## src/rtl/rotate_sequencer_if.sv

```systemverilog
// Command/response bundle between the two requesters and the rotate sequencer.
// The requester side drives the job fields; the sequencer returns grants, status and the word.
interface rotate_sequencer_if #(
  parameter int WIDTH  = 100,
  parameter int STEP_W = 7
);
  logic              req_a;
  logic              load_a;
  logic [WIDTH-1:0]  data_a;
  logic [1:0]        dir_a;
  logic [STEP_W-1:0] steps_a;
  logic              req_b;
  logic              load_b;
  logic [WIDTH-1:0]  data_b;
  logic [1:0]        dir_b;
  logic [STEP_W-1:0] steps_b;
  logic              gnt_a;
  logic              gnt_b;
  logic [WIDTH-1:0]  q;
  logic              busy;
  logic              done;
  logic              done_id;

  modport master (
    output req_a, load_a, data_a, dir_a, steps_a,
    output req_b, load_b, data_b, dir_b, steps_b,
    input  gnt_a, gnt_b, q, busy, done, done_id
  );

  modport slave (
    input  req_a, load_a, data_a, dir_a, steps_a,
    input  req_b, load_b, data_b, dir_b, steps_b,
    output gnt_a, gnt_b, q, busy, done, done_id
  );
endinterface

```

## src/rtl/rotate_sequencer.sv

```systemverilog
// Shared circular shift register: round-robin grants one job at a time, optionally loads
// a word, then rotates it one position per clock and pulses done with the owner id.
module rotate_sequencer #(
  parameter int WIDTH  = 100,
  parameter int STEP_W = 7
) (
  input logic              clk,
  input logic              reset,
  rotate_sequencer_if.slave bus
);

  typedef enum logic [1:0] {IDLE, ROT, DONE} state_t;

  localparam logic [31:0] WIDTH_U = WIDTH[31:0];

  state_t            state;
  state_t            state_next;
  logic [WIDTH-1:0]  q;
  logic [STEP_W-1:0] job_cnt;
  logic [1:0]        job_dir;
  logic              owner;
  logic              last_b;
  logic              gnt_a_r;
  logic              gnt_b_r;
  logic              grant_a;
  logic              grant_b;

  // A rotation by WIDTH is the identity, so an oversized count is folded down once;
  // a non-rotating direction never spends any cycles.
  function automatic logic [STEP_W-1:0] eff_count(input logic [STEP_W-1:0] steps,
                                                  input logic [1:0] d);
    logic [31:0] s;
    s = 32'(steps);
    if (d == 2'b00 || d == 2'b11) return '0;
    if (s >= WIDTH_U) return STEP_W'(s - WIDTH_U);
    return steps;
  endfunction

  function automatic logic [WIDTH-1:0] rot_right(input logic [WIDTH-1:0] v);
    return {v[0], v[WIDTH-1:1]};
  endfunction

  function automatic logic [WIDTH-1:0] rot_left(input logic [WIDTH-1:0] v);
    return {v[WIDTH-2:0], v[WIDTH-1]};
  endfunction

  always_comb begin
    grant_a    = 1'b0;
    grant_b    = 1'b0;
    state_next = state;
    case (state)
      IDLE: begin
        // On a tie the requester that did not win last time goes first.
        if (bus.req_a && (!bus.req_b || last_b)) grant_a = 1'b1;
        else if (bus.req_b)                      grant_b = 1'b1;
        if (grant_a || grant_b) state_next = ROT;
      end
      ROT:     if (job_cnt == '0) state_next = DONE;
      DONE:    state_next = IDLE;
      default: state_next = IDLE;
    endcase
  end

  always_ff @(posedge clk) begin
    if (reset) begin
      state   <= IDLE;
      q       <= '0;
      job_cnt <= '0;
      job_dir <= 2'b00;
      owner   <= 1'b0;
      last_b  <= 1'b1;
      gnt_a_r <= 1'b0;
      gnt_b_r <= 1'b0;
    end else begin
      state   <= state_next;
      gnt_a_r <= grant_a;
      gnt_b_r <= grant_b;
      if (grant_a || grant_b) begin
        owner   <= grant_b;
        last_b  <= grant_b;
        job_dir <= grant_b ? bus.dir_b : bus.dir_a;
        job_cnt <= grant_b ? eff_count(bus.steps_b, bus.dir_b)
                           : eff_count(bus.steps_a, bus.dir_a);
        if (grant_a && bus.load_a) q <= bus.data_a;
        if (grant_b && bus.load_b) q <= bus.data_b;
      end else if (state == ROT && job_cnt != '0) begin
        job_cnt <= job_cnt - STEP_W'(1);
        q       <= (job_dir == 2'b01) ? rot_right(q) : rot_left(q);
      end
    end
  end

  assign bus.gnt_a   = gnt_a_r;
  assign bus.gnt_b   = gnt_b_r;
  assign bus.q       = q;
  assign bus.busy    = (state != IDLE);
  assign bus.done    = (state == DONE);
  assign bus.done_id = owner;

endmodule

```

## src/flat_wrapper.sv

```systemverilog
// flat-port wrapper written by rule: the top's interface ports become plain ports
module rotate_sequencer_flat 
#(
  parameter int WIDTH  = 100,
  parameter int STEP_W = 7
)
  (clk, reset, bus_req_a, bus_load_a, bus_data_a, bus_dir_a, bus_steps_a, bus_req_b, bus_load_b, bus_data_b, bus_dir_b, bus_steps_b, bus_gnt_a, bus_gnt_b, bus_q, bus_busy, bus_done, bus_done_id);
  rotate_sequencer_if #(.WIDTH(WIDTH), .STEP_W(STEP_W)) bus_i ();
  input logic clk;
  input logic reset;
  input wire logic [$bits(bus_i.req_a)-1:0] bus_req_a;
  input wire logic [$bits(bus_i.load_a)-1:0] bus_load_a;
  input wire logic [$bits(bus_i.data_a)-1:0] bus_data_a;
  input wire logic [$bits(bus_i.dir_a)-1:0] bus_dir_a;
  input wire logic [$bits(bus_i.steps_a)-1:0] bus_steps_a;
  input wire logic [$bits(bus_i.req_b)-1:0] bus_req_b;
  input wire logic [$bits(bus_i.load_b)-1:0] bus_load_b;
  input wire logic [$bits(bus_i.data_b)-1:0] bus_data_b;
  input wire logic [$bits(bus_i.dir_b)-1:0] bus_dir_b;
  input wire logic [$bits(bus_i.steps_b)-1:0] bus_steps_b;
  output wire logic [$bits(bus_i.gnt_a)-1:0] bus_gnt_a;
  output wire logic [$bits(bus_i.gnt_b)-1:0] bus_gnt_b;
  output wire logic [$bits(bus_i.q)-1:0] bus_q;
  output wire logic [$bits(bus_i.busy)-1:0] bus_busy;
  output wire logic [$bits(bus_i.done)-1:0] bus_done;
  output wire logic [$bits(bus_i.done_id)-1:0] bus_done_id;
  assign bus_i.req_a = bus_req_a;
  assign bus_i.load_a = bus_load_a;
  assign bus_i.data_a = bus_data_a;
  assign bus_i.dir_a = bus_dir_a;
  assign bus_i.steps_a = bus_steps_a;
  assign bus_i.req_b = bus_req_b;
  assign bus_i.load_b = bus_load_b;
  assign bus_i.data_b = bus_data_b;
  assign bus_i.dir_b = bus_dir_b;
  assign bus_i.steps_b = bus_steps_b;
  assign bus_gnt_a = bus_i.gnt_a;
  assign bus_gnt_b = bus_i.gnt_b;
  assign bus_q = bus_i.q;
  assign bus_busy = bus_i.busy;
  assign bus_done = bus_i.done;
  assign bus_done_id = bus_i.done_id;
  rotate_sequencer #(.WIDTH(WIDTH), .STEP_W(STEP_W)) u_core (.clk(clk), .reset(reset), .bus(bus_i));
endmodule
```

## config.mk

```make
export PLATFORM = sky130hd
export DESIGN_NAME = rotate_sequencer_flat
export DESIGN_NICKNAME = d
export VERILOG_FILES = /design/src/rtl/rotate_sequencer_if.sv /design/src/rtl/rotate_sequencer.sv /design/src/flat_wrapper.sv
export SDC_FILE = /design/constraint.sdc
export NUM_CORES = 1
export LEC_CHECK = 0
export CAP_MARGIN = 20
export CORE_AREA = 2 2 129 131
export CTS_BUF_LIST = sky130_fd_sc_hd__clkbuf_16
export CTS_CLUSTER_SIZE = 16
export DETAILED_ROUTE_END_ITERATION = 10
export DIE_AREA = 0 0 131 133
export DONT_BUFFER_PORTS = 1
export PLACE_DENSITY = 0.65
export SETUP_SLACK_MARGIN = 0.15
export SYNTH_ARGS = -nofsm -noshare
export SYNTH_HDL_FRONTEND = slang
export SYNTH_SLANG_ARGS = --single-unit
```

## constraint.sdc

```tcl
create_clock -name clk -period 1.68 [get_ports clk]
set_input_delay 0 -clock clk [delete_from_list [all_inputs] [get_ports clk]]
set_output_delay 0 -clock clk [all_outputs]
set_load 0.1 [all_outputs]
```

==> results.json <==
{
  "run_status": "finished with violations",
  "violations": "negative setup slack",
  "path_class": "reg -> reg",
  "crit_required_ns": 1.96,
  "fp.coreArea_um2": 16200,
  "timing.rr.start": "u_core.last_b$_SDFFE_PP1N_",
  "final_cell_mix": "223 x dlygate4sd3_1, 142 x buf_4, 111 x inv_1",
  "fin_worst_hold_slack_ns": 0.0138,
  "hold_class": "in -> reg",
  "r2r_slack_ns": -0.27,
  "clock_sinks": 115,
  "drv_slew": 0,
  "cp_cell_sequence": "nand2b_1, buf_4, a21oi_4, buf_12, bufbuf_16, nor3_1, o32ai_4",
  "initial_utilization_pct": 48.3,
  "dp_hpwl_mm": 18.9,
  "fill_cells": 777,
  "leakagePower_nw": 5.03,
  "die_w_um": 131,
  "syn_area_um2": 7820,
  "row_count": 47,
  "synthFlopType": "dfxtp_1",
  "grt_pass1_wl_mm": 50.9,
  "maxCapViolCount": 0,
  "ys_seq_area_share_pct": 29.5,
  "layout_commonest_cell": "dlygate4sd3_1",
  "cts_made_buffers": 17,
  "synth.distinct_cells": 59,
  "hold_viol": 0,
  "switchingPower_mw": 12.4,
  "syn_area_per_cell_um2": 9.50,
  "max-clock-path-buffers": 2,
  "postRouteAntennaNets": 0,
  "wire_per_inst_um": 27.3,
  "worst_slew_pin_slew_ns": 0.600,
  "multi_input_area_um2": 5010,
  "grt_max_degree": 55,
  "pwr-share-clk_pct": 16.1,
  "fin_nets": 1433,
  "p_sw_share_pct": 52.6,
  "finalSetupTns_ns": -17.76,
  "drt-pass1-iter-count": 7,
  "place_congestion": 0.922,
  "ys_warn_count": 0,
  "worstReg2RegEnd": "u_core.bus.q[75]$_SDFFE_PP0P_",
  "p_per_area_nw_per_um2": 1760,
  "port_buffers": 0,
  "r2r_cells": 7,
  "ctsHtreeMaxLevel": 4,
  "path_clk_slew_ns": 0.06,
  "ys_async_sr_fraction_pct": 0,
  "syn_nets": 1052,
  "cp_slowest_stage_delay_ns": 0.46,
  "crit_path_end": "u_core.bus.q[75]$_SDFFE_PP0P_",
  "rsz0062_at_grt": "true",
  "dieArea_um2": 17400,
  "arrival_ns": 2.24,
  "setup_viol": 101,
  "cp_max_fo": 15,
  "drive_gt1_share_pct": 31.4,
  "drc": 0,
  "worst_slack_ns": -0.273,
  "min_period_ns": 1.95,
  "setup.worst_path.start": "u_core.last_b$_SDFFE_PP1N_",
  "synthCells": 823,
  "fin_crit_sh_pct": 116,
  "fp.dieH_um": 133,
  "slew_headroom_pct": 60.0,
  "antenna_found_initial": 3,
  "synth_edf_count": 0,
  "fin_worst_skew_ns": 0.0123,
  "power_mw": 23.5,
  "seq_area_um2": 2310,
  "area_growth_pct": 71.4,
  "comb_power_share_pct": 66.8,
  "grt-ovfl-total": 0,
  "end_kind": "flip-flop",
  "boundaryPins": 329,
  "first_global_vias": 9493,
  "via_count": 9635,
  "ys_ff_latch": 115,
  "drt_wl_total_mm": 39.4,
  "cp-start-kind": "flip-flop",
  "cts_tree": "done",
  "post_dp_cell_area_um2": 9160,
  "p_int_mw": 11.2,
  "drt_iter0_drc": 979,
  "worst_ir_drop_vdd_mv": 1.05,
  "crit_slowest_cell": "nor3_1",
  "pwr-share-seq_pct": 17.1,
  "via_per_inst": 6.69,
  "fmax_mhz": 512,
  "clk_latency_ns": 0.42,
  "final_area_um2": 13400,
  "cts-root-buf": "clkbuf_16",
  "grt_use_total_pct": 37.3
}
[logic make-up (layout without fill, tap and decap cells)]
logic type      count (synthesis)  in the layout  share of synthesized area, %
xor+xnor                        5              5                         0.560
compound gates                242            242                          33.0
other cells                     0              5                             0
flops                         115            115                          29.5
fa+ha+maj                       5              5                         0.800
buf+inv                       190            582                          11.8
mux                           104            104                          13.3
simple gates                  162            162                          11.0
[metrics by stage]
stage                     setup slack (ns)  utilization [%]  cells
after floorplan                    -0.0148                -    823
after global placement             -0.0737             56.6   1134
after detailed placement            -0.169             56.6   1134
after CTS                          -0.0992             76.6   1404
after global routing                -0.286             82.8   1438
final                               -0.273             82.9   1440
[sequential cells by signal (all words and copies together), names as in the netlist]
name	flops
u_core.bus.gnt_a	1
u_core.job_cnt	7
u_core.bus.q	100
u_core.last_b	1
u_core.bus.gnt_b	1
u_core.job_dir	2
u_core.state	2
u_core.bus.done_id	1
[worst max-delay path: cells and delay by family (launching register included)]
family,cells,cell delay (ns)
AOI/OAI and AO/OA,2,0.25
and+or+nand+nor,2,0.61
buffers and inverters,3,0.58
DFF,1,0.38
[cell type report]
| type | instances | area share [%] |
|---|---|---|
| flip-flops and latches | 115 | 17.3 |
| repair buffers | 440 | 35.6 |
| clock buffers | 17 | 3.17 |
| inverters | 112 | 3.16 |
| well taps | 220 | 2.05 |
| multi-input cells | 518 | 37.4 |
| clock inverters | 13 | 1.27 |
| diodes | 5 | 0.0934 |
[power groups by stage]
| stage | combinational, mW | sequential [mW] | clock, mW |
|---|---|---|---|
| finish | 15.7 | 4.03 | 3.80 |
| global route | 16.1 | 4.08 | 3.93 |
| global placement | 12.3 | 3.94 | 0 |
| detailed placement | 12.6 | 3.97 | 0 |
| CTS | 13.6 | 3.93 | 3.78 |
| floorplan | 4.99 | 8.88 | 0 |
[cells in the mapped netlist, drive strengths merged (3+ instances only)]
cell      n  area share [%]
a21oi     9            0.62
buf      36             4.4
clkbuf   42             2.0
dfxtp   115              29
ha        5            0.80
inv     112             5.4
mux2i   103              13
nand2    11            0.53
nand2b    4            0.32
nand3    10            0.64
nand4     6            0.48
nor2      8            0.58
nor2b     4            0.32
nor3    105             6.7
o21ai     5            0.32
o221ai    3            0.34
o22ai   100             8.0
o31ai     3            0.46
o32ai   100              21
xnor2     3            0.34
[worst min-delay path by stage]
stage	startpoint	to	slack (ns)	cells after the start
after floorplan	reset	u_core.last_b$_SDFFE_PP1N_	0.14	2
after global placement	reset	u_core.job_dir[0]$_SDFFE_PP0N_	0.07	1
after detailed placement	reset	u_core.job_dir[0]$_SDFFE_PP0N_	0.07	1
after CTS	bus_dir_b[1]	u_core.job_cnt[1]$_SDFFE_PP0P_	0.001	4
after global routing	bus_req_b	u_core.bus.gnt_a$_SDFF_PP0_	0.008	4
final	bus_req_b	u_core.bus.gnt_a$_SDFF_PP0_	0.01	4
[per-layer routing]
layer / GRT usage (%) / wire (µm) / up-vias
met2: 61.2 / 18100 / 928
met3: 11.2 / 4600 / 301
met1: 41.7 / 13600 / 4452
met5: 0 / 0 / -
li1: - / - / 3954
met4: 23.6 / 3100 / 0
[timing repair]
| item | in CTS | in global routing |
|---|---|---|
| buffers inserted | 11 | 9 |
| setup endpoints to repair | 107 | 111 |
| gates cloned | 5 | 22 |
| pin swaps | 14 | 59 |
| hold buffers | 224 | 0 |
| endpoints found under the hold margin | 115 | 0 |
| resized for setup | 29 | 73 |
No activity file was read; power rests on OpenSTA's default activity.
